### src/rtl/data_mem_arbiter.sv
// data_mem_arbiter: round-robin sharing of a single-port data memory between core (C) and debug/DMA (D); define ARB_LOCK_EN to let D lock the grant for bursts
module data_mem_arbiter #(
  parameter int ADDR_W   = 32,
  parameter int DATA_W   = 32,
  parameter int LOCK_MAX = 8
) (
  input  logic              clk,
  input  logic              reset,
  input  logic              c_req,
  input  logic              c_we,
  input  logic [ADDR_W-1:0] c_addr,
  input  logic [DATA_W-1:0] c_wdata,
  output logic              c_gnt,
  output logic              c_rvalid,
  output logic [DATA_W-1:0] c_rdata,
  output logic              core_stall,
  input  logic              d_req,
  input  logic              d_we,
  input  logic [ADDR_W-1:0] d_addr,
  input  logic [DATA_W-1:0] d_wdata,
  input  logic              d_lock,
  output logic              d_gnt,
  output logic              d_rvalid,
  output logic [DATA_W-1:0] d_rdata,
  output logic [ADDR_W-1:0] mem_addr,
  output logic [DATA_W-1:0] mem_wdata,
  output logic              mem_wr_en,
  output logic              mem_rd_en,
  input  logic [DATA_W-1:0] mem_rdata
);
  logic              rr_ptr;
  logic              rd_pending;
  logic              rd_owner;
  logic              locked;
  logic              lock_hold;
  logic              pick_d;
  logic [ADDR_W-1:0] addr_q;
  logic [DATA_W-1:0] wdata_q;
  logic [DATA_W-1:0] c_rdata_q;
  logic [DATA_W-1:0] d_rdata_q;
`ifdef ARB_LOCK_EN
  logic [7:0] lock_cnt;
  assign locked    = lock_cnt != 8'd0;
  assign lock_hold = d_gnt & d_lock & (lock_cnt + 8'd1 != 8'(LOCK_MAX));
  // count consecutive locked D beats; an unlocked grant or hitting the cap releases the lock
  always_ff @(posedge clk or negedge reset)
    if (!reset) lock_cnt <= 8'd0;
    else if (c_gnt | d_gnt) lock_cnt <= lock_hold ? lock_cnt + 8'd1 : 8'd0;
`else
  logic unused_lock;
  assign unused_lock = d_lock ^ (LOCK_MAX == 0);
  assign locked      = 1'b0;
  assign lock_hold   = 1'b0;
`endif
  // rr_ptr = 1 favours D; grants are suppressed while reset is held
  assign pick_d     = d_req & (~c_req | rr_ptr | locked);
  assign d_gnt      = reset & pick_d;
  assign c_gnt      = reset & c_req & ~pick_d;
  assign core_stall = reset & c_req & ~c_gnt;
  assign mem_addr   = d_gnt ? d_addr : c_gnt ? c_addr : addr_q;
  assign mem_wdata  = d_gnt ? d_wdata : c_gnt ? c_wdata : wdata_q;
  assign mem_wr_en  = (d_gnt & d_we) | (c_gnt & c_we);
  assign mem_rd_en  = (d_gnt & ~d_we) | (c_gnt & ~c_we);
  assign c_rvalid   = rd_pending & ~rd_owner;
  assign d_rvalid   = rd_pending & rd_owner;
  assign c_rdata    = c_rvalid ? mem_rdata : c_rdata_q;
  assign d_rdata    = d_rvalid ? mem_rdata : d_rdata_q;
  // arbitration pointer, read-return tracking and held memory/rdata values
  always_ff @(posedge clk or negedge reset)
    if (!reset) begin
      rr_ptr     <= 1'b0;
      rd_pending <= 1'b0;
      rd_owner   <= 1'b0;
      addr_q     <= '0;
      wdata_q    <= '0;
      c_rdata_q  <= '0;
      d_rdata_q  <= '0;
    end else begin
      rd_pending <= mem_rd_en;
      addr_q     <= mem_addr;
      wdata_q    <= mem_wdata;
      c_rdata_q  <= c_rdata;
      d_rdata_q  <= d_rdata;
      if (mem_rd_en) rd_owner <= d_gnt;
      if ((c_gnt | d_gnt) & ~lock_hold) rr_ptr <= c_gnt;
    end
  // a pending request must hold its command steady until it is granted
  a_c_hold: assert property (@(posedge clk) disable iff (!reset)
    c_req & ~c_gnt |=> c_req & $stable(c_we) & $stable(c_addr) & $stable(c_wdata));
  a_d_hold: assert property (@(posedge clk) disable iff (!reset)
    d_req & ~d_gnt |=> d_req & $stable(d_we) & $stable(d_addr) & $stable(d_wdata));
endmodule

### config.mk
export PLATFORM = sky130hd
export DESIGN_NAME = data_mem_arbiter
export DESIGN_NICKNAME = d
export VERILOG_FILES = /design/src/rtl/data_mem_arbiter.sv
export SDC_FILE = /design/constraint.sdc
export NUM_CORES = 1
export LEC_CHECK = 0
export CORE_MARGIN = 3
export CORE_UTILIZATION = 44
export DETAILED_ROUTE_END_ITERATION = 16
export PLACE_DENSITY = 0.87
export SETUP_SLACK_MARGIN = 0.4
export SYNTH_ARGS = -nofsm -noshare
export SYNTH_HDL_FRONTEND = slang
export SYNTH_SLANG_ARGS = --single-unit
### constraint.sdc
create_clock -name clk -period 2.6 [get_ports clk]
set_input_delay 0.39 -clock clk [delete_from_list [all_inputs] [get_ports clk]]
set_output_delay 0.39 -clock clk [all_outputs]
set_load 0.05 [all_outputs]
==> results of run 1 <==
how the worst max path moves through the flow:
stage          startpoint  slack [ns]            end  cells past startpoint
6_report           rr_ptr        0.19   mem_addr[14]                      7
2_1_floorplan       reset        0.45      mem_wr_en                      6
4_1_cts            rr_ptr        0.21  mem_wdata[17]                      5
3_3_place_gp        d_req        0.28   mem_addr[12]                      5
3_5_place_dp        d_req        0.23  mem_wdata[10]                      5
5_1_grt            rr_ptr        0.17   mem_addr[14]                      7
flip-flops by register name (all words and copies together), names as in the netlist:
register,cells
addr_q,32
rd_owner,1
c_rdata_q,32
rr_ptr,1
rd_pending,1
wdata_q,32
d_rdata_q,32
per-stage QoR:
step / hold slack [ns] / instance area [µm²] / utilization (%)
after global placement: 0.2572 / 9472 / 70.96
after global routing: 0.02211 / 11400 / 85.40
after detailed placement: 0.2588 / 9472 / 70.96
after floorplan: 0.09441 / 6040 / -
final: 0.007151 / 11400 / 85.42
after CTS: 0.002407 / 10710 / 80.20
synth_stat cells:
| library cell | number | area [µm²] |
|---|---|---|
| buf_2 | 28 | 140.1 |
| inv_2 | 1 | 3.750 |
| a31oi_1 | 64 | 400.4 |
| mux2_2 | 124 | 1396 |
| a211o_1 | 1 | 8.760 |
| buf_4 | 3 | 22.52 |
| mux2_1 | 4 | 45.04 |
| inv_1 | 70 | 262.8 |
| a2bb2oi_1 | 1 | 8.760 |
| dfrtp_1 | 131 | 3278 |
| o211ai_2 | 1 | 12.51 |
| nand2_1 | 5 | 18.77 |
| and2_1 | 1 | 6.260 |
| a22o_1 | 1 | 8.760 |
| nor2_1 | 3 | 11.26 |
| a21oi_1 | 64 | 320.3 |
| o21ai_0 | 1 | 5.000 |
| buf_6 | 7 | 78.83 |
| clkbuf_1 | 3 | 11.26 |
layout make-up:
cell class	instances	area [µm²]	share of cell area, %
antenna	1	2.502	0.02195
clock inverter	11	151.4	1.328
tap	176	220.2	1.931
clock buffer	21	480.5	4.214
inverter	71	269.0	2.359
multi-input combinational	270	2555	22.41
sequential	131	3278	28.75
timing repair buffer	348	4446	38.99
what timing repair did:
action,CTS,global route
cloned,7,7
endpoints found under the hold margin,17,0
pin swaps,2,1
gates resized for setup,77,122
endpoints found under the setup margin,130,129
hold buffers,2,0
setup buffers,11,9
kinds of logic after synthesis:
logic type	synth area share (%)
multiplexers	23.87
AND/OR/NAND/NOR	0.6009
buffers and inverters	8.597
AO/OA/AOI/OAI	12.66
flip-flops	54.28
metal layers:
layer	routed length, µm	part of all wire [%]	track usage (%)
met4	985	3.9	11.97
met5	0	0	0
met1	8597	34	31.07
met3	2231	8.9	9.058
met2	13380	53	50.83
power groups by stage:
stage | combinational, mW | clock [mW] | sequential (mW)
6_report | 6.24 | 2.55 | 2.80
5_1_grt | 6.42 | 2.64 | 2.85
4_1_cts | 5.83 | 2.56 | 2.78
3_5_place_dp | 5.54 | 0 | 2.80
3_3_place_gp | 5.44 | 0 | 2.75
2_1_floorplan | 3.17 | 0 | 2.73
==> results.json, run 1 <==
{
  "yosysUniqueCellTypes": 19,
  "status": "complete, no violations",
  "cp-end-kind": "output port",
  "fillerInstances": 615,
  "relSlewSlack_pct": 50.78,
  "p_switching_mw": 4.637,
  "skew_ns": 0.006305,
  "drv_slew": 0,
  "path_clk_slew_ns": 0.06,
  "fin_crit_sh_pct": 92.64,
  "layout_commonest_cell": "clkdlybuf4s50_1",
  "reg2reg_to": "addr_q[26]",
  "root_buffer": "clkbuf_16",
  "min-delay-path-class": "input pin to async pin",
  "path_max_fanout": 9,
  "netlist_area_um2": 6040,
  "setup-tns-final_ns": 0,
  "yosysSeqAreaShare_pct": 54.28,
  "die_w_um": 123.2,
  "min_period_ns": 2.409,
  "grt-ovfl-total": 0,
  "syn2layout_area_growth_pct": 88.79,
  "critPathMaxStageDelay_ns": 0.39,
  "worstSetupPathType": "flop to output port",
  "final_cells": 1029,
  "grt_pass1_vias": 5834,
  "vias_per_cell": 5.577,
  "dp_hpwl_um": 13960,
  "die_y_um": 123.2,
  "pwr_density_cell_nw_per_um2": 1017,
  "first_pass_iters": 5,
  "required_ns": 2.21,
  "gp_congestion": 0.8339,
  "synth_nets": 680,
  "ant_nets": 0,
  "place_ws_ns": 0.2345,
  "numClockSinks": 131,
  "fmax_mhz": 415.2,
  "ir_drop_mv": 0.5908,
  "dieArea_um2": 15170,
  "leakagePower_nw": 5.306,
  "grt_max_degree": 101,
  "wl_um": 25200,
  "ios": 302,
  "worstMarginPinSlew_ns": 0.7358,
  "p_total_mw": 11.59,
  "nets": 1006,
  "arrival_ns": 2.02,
  "rsz0062_at_grt": "true",
  "final.setup.worst_slack_ns": 0.1915,
  "layout_common_cells": "clkdlybuf4s50_1 (162), dfrtp_1 (131), inv_1 (68), mux2_2 (68), a21oi_1 (64)",
  "synthCells": 513,
  "synth_seq_cells": 131,
  "critical_path.top_delay_family": "buffers and inverters",
  "postSynthAreaPerCell_um2": 11.77,
  "cts_made_buffers": 17,
  "drtIter0Drc": 408,
  "core_um2": 13350,
  "cts_tree": "built",
  "cts_buffer_depth": 2,
  "portBuffers": 300,
  "crit_path_top_delay_cell": "dfrtp_1",
  "grt_usage_pct": 28.47,
  "grt_pass1_wl_um": 32490,
  "path_cells": "buf_4 -> nand2_8 -> buf_12 -> buf_16 -> a31oi_1 -> mux2_4 -> buf_8",
  "r2r_start": "rr_ptr",
  "pwr-share-comb_pct": 53.8,
  "internal_power_mw": 6.955,
  "htree_num_levels": 4,
  "yosys_warnings": 0,
  "initial_core_util_pct": 45.25,
  "cap_violations": 0,
  "reg2reg_depth": 7,
  "cp-start-kind": "flop",
  "avgRoutedWirePerCell_um": 24.49,
  "setup_violations": 0,
  "row_count": 42,
  "cp_num_buf_inv": 4,
  "antenna_found_initial": 0,
  "drive_gt1_share_pct": 42.25,
  "drcViolationCount": 0,
  "seqPwrFrac_pct": 24.2,
  "swShare_pct": 40.00,
  "r2r_slack_ns": 1.03,
  "placed_cells": 960,
  "hold_viol_final": 0,
  "power_frac_clock_pct": 22.0,
  "vias": 5739,
  "worstSkewPairLatency_ns": 0.43
}
Note: power is estimated with default switching activity, not from simulation.
==> inputs of run 2 (changes only) <==
--- a/config.mk
+++ b/config.mk
@@ -9,7 +9,7 @@
 export CORE_UTILIZATION = 44
 export DETAILED_ROUTE_END_ITERATION = 16
 export PLACE_DENSITY = 0.87
-export SETUP_SLACK_MARGIN = 0.4
+export SETUP_SLACK_MARGIN = 0.15
 export SYNTH_ARGS = -nofsm -noshare
 export SYNTH_HDL_FRONTEND = slang
 export SYNTH_SLANG_ARGS = --single-unit
==> run 2 against run 1 <==
  * Clock power down 14%
  * Register-to-register slack better by 0.05 ns
  * Largest power group unchanged
  * Final cell count down 2.5%
  * Die area unchanged
  * Worst hold slack better by 0.078 ns
  * Count of clock-buffer cells in the layout down 2
  * First-iteration DRC count down 37%
  * Power down 16%
  * Sequential share of layout area up 5.0 points
  * Largest cell class is now flip-flops and latches
==> results.json, run 2 (synthesis results as in run 1) <==
{
  "grt_usage_pct": 24.16,
  "worstSkewPairLatency_ns": 0.42,
  "antenna_found_initial": 0,
  "layout_commonest_cell": "clkdlybuf4s50_1",
  "grt_pass1_wl_um": 28100,
  "place_area_um2": 9011,
  "wl_um": 19140,
  "whs_ns": 0.08473,
  "cts_tree": "built",
  "numClockSinks": 131,
  "core_um2": 13350,
  "leakagePower_nw": 4.392,
  "first_pass_iters": 4,
  "root_buffer": "clkbuf_16",
  "worstMarginPinSlew_ns": 0.5667,
  "required_ns": 2.21,
  "grt_pass1_vias": 5260,
  "ant_nets": 0,
  "r2r_slack_ns": 1.08,
  "n_antenna_cell": 0,
  "syn2layout_area_growth_pct": 61.01,
  "startpoint": "rr_ptr",
  "row_count": 42,
  "fmax_mhz": 418.3,
  "portBuffers": 300,
  "hold_viol_final": 0,
  "rsz0062_at_grt": "false",
  "grt-ovfl-total": 0,
  "pwr_density_cell_nw_per_um2": 1003,
  "drive_gt1_share_pct": 38.69,
  "die_y_um": 123.2,
  "drtIter0Drc": 259,
  "dieArea_um2": 15170,
  "ir_drop_mv": 0.5192,
  "drv_slew": 0,
  "worstSetupPathType": "flop to output port",
  "pwr-share-comb_pct": 49.2,
  "path_max_fanout": 14,
  "cts_buffer_depth": 2,
  "power_frac_clock_pct": 22.5,
  "setup-tns-final_ns": 0,
  "grt_max_degree": 53,
  "fillerInstances": 884,
  "reg2reg_to": "wdata_q[22]",
  "min_period_ns": 2.391,
  "status": "complete, no violations",
  "layout_common_cells": "clkdlybuf4s50_1 (162), buf_4 (133), dfrtp_1 (130)",
  "cp-end-kind": "output port",
  "cp-start-kind": "flop",
  "htree_num_levels": 4,
  "fin_area_um2": 9724,
  "die_w_um": 123.2,
  "multiInputGateArea_um2": 2260,
  "arrival_ns": 2.00,
  "reg2reg_depth": 4,
  "initial_core_util_pct": 45.25,
  "regArea_um2": 3279,
  "dp_hpwl_um": 13590,
  "relSlewSlack_pct": 62.22,
  "avgRoutedWirePerCell_um": 19.08,
  "seqPwrFrac_pct": 28.3,
  "vias": 5154,
  "skew_ns": 0.009654,
  "vias_per_cell": 5.139,
  "cts_made_buffers": 17,
  "setup_violations": 0,
  "cap_violations": 0,
  "ios": 302,
  "min-delay-path-class": "input pin to async pin",
  "gp_congestion": 0.8107,
  "fin_crit_sh_pct": 91.95,
  "drcViolationCount": 0,
  "r2r_start": "rr_ptr",
  "swShare_pct": 42.79,
  "path_clk_slew_ns": 0.06,
  "p_switching_mw": 4.173,
  "internal_power_mw": 5.580,
  "nets": 981
}
-- run 2: changes by cell type in the layout (fill, tap and decap cells not counted), moves of 7 or more --
cell     change
a31oi_1      +7
a31oi_2      -7
buf_12      -42
buf_16       -8
buf_4       +93
buf_6       -28
buf_8       -36
mux2_2      +56
mux2_4      -60
-- run 2: area by class of cell --
| cell class | count | area share, % |
|---|---|---|
| tap | 176 | 2.265 |
| clock buffer | 19 | 4.658 |
| inverter | 71 | 2.741 |
| sequential | 131 | 33.72 |
| clock inverter | 13 | 1.029 |
| multi-input combinational | 270 | 23.24 |
| timing repair buffer | 323 | 32.35 |
-- run 2: critical path, stage by stage, from the launching register on --
cell and delay (ns):
dfrtp_2 0.45, o211ai_4 0.17, buf_4 0.15, buf_4 0.21, mux2_1 0.39, buf_4 0.21
-- run 2: worst max-delay path by stage --
stage | end | slack, ns | depth (start not counted)
6_report | mem_wdata[22] | 0.21 | 5
5_1_grt | mem_wdata[11] | 0.16 | 5
4_1_cts | mem_addr[9] | 0.15 | 4
3_5_place_dp | mem_addr[23] | 0.13 | 6
3_3_place_gp | mem_addr[9] | 0.20 | 6
2_1_floorplan | mem_rd_en | 0.15 | 5
-- run 2: power groups by stage --
stage,clock (mW),combinational [mW],sequential [mW]
global route,2.34,5.00,2.82
floorplan,0,3.17,2.73
detailed placement,0,4.75,2.79
CTS,2.23,4.79,2.77
finish,2.20,4.80,2.76
global placement,0,4.68,2.75
-- run 2: through the flow --
stage | total power [mW] | setup slack [ns] | util (%) | std cells
2_1_floorplan | 5.903 | 0.1520 | - | 513
3_3_place_gp | 7.425 | 0.1964 | 67.51 | 962
3_5_place_dp | 7.545 | 0.1292 | 67.51 | 962
4_1_cts | 9.790 | 0.1535 | 72.07 | 997
5_1_grt | 10.16 | 0.1556 | 72.85 | 1003
6_report | 9.753 | 0.2093 | 72.85 | 1003
-- run 2: repair_timing --
item | CTS | global route
hold buffers | 3 | 0
setup endpoints to repair | 1 | 53
resized for setup | 1 | 3
cloned | 0 | 4
hold endpoints to repair | 32 | 0
setup buffers | 0 | 2
-- run 2: per-layer routing --
metal,GRT usage (%),up-vias,part of all wire [%]
met5,0,-,0
met4,8.927,0,2.3
met3,7.685,36,9.0
met2,42.41,260,51
met1,27.52,2464,37
li1,-,2394,-
==> inputs of run 3 (changes only) <==
--- a/config.mk
+++ b/config.mk
@@ -7,6 +7,7 @@
 export LEC_CHECK = 0
 export CORE_MARGIN = 3
 export CORE_UTILIZATION = 44
+export CTS_CLUSTER_SIZE = 30
 export DETAILED_ROUTE_END_ITERATION = 16
 export PLACE_DENSITY = 0.87
 export SETUP_SLACK_MARGIN = 0.15
==> results of run 3 <==
Final layout, timing and power as in run 2 (identical DEF).
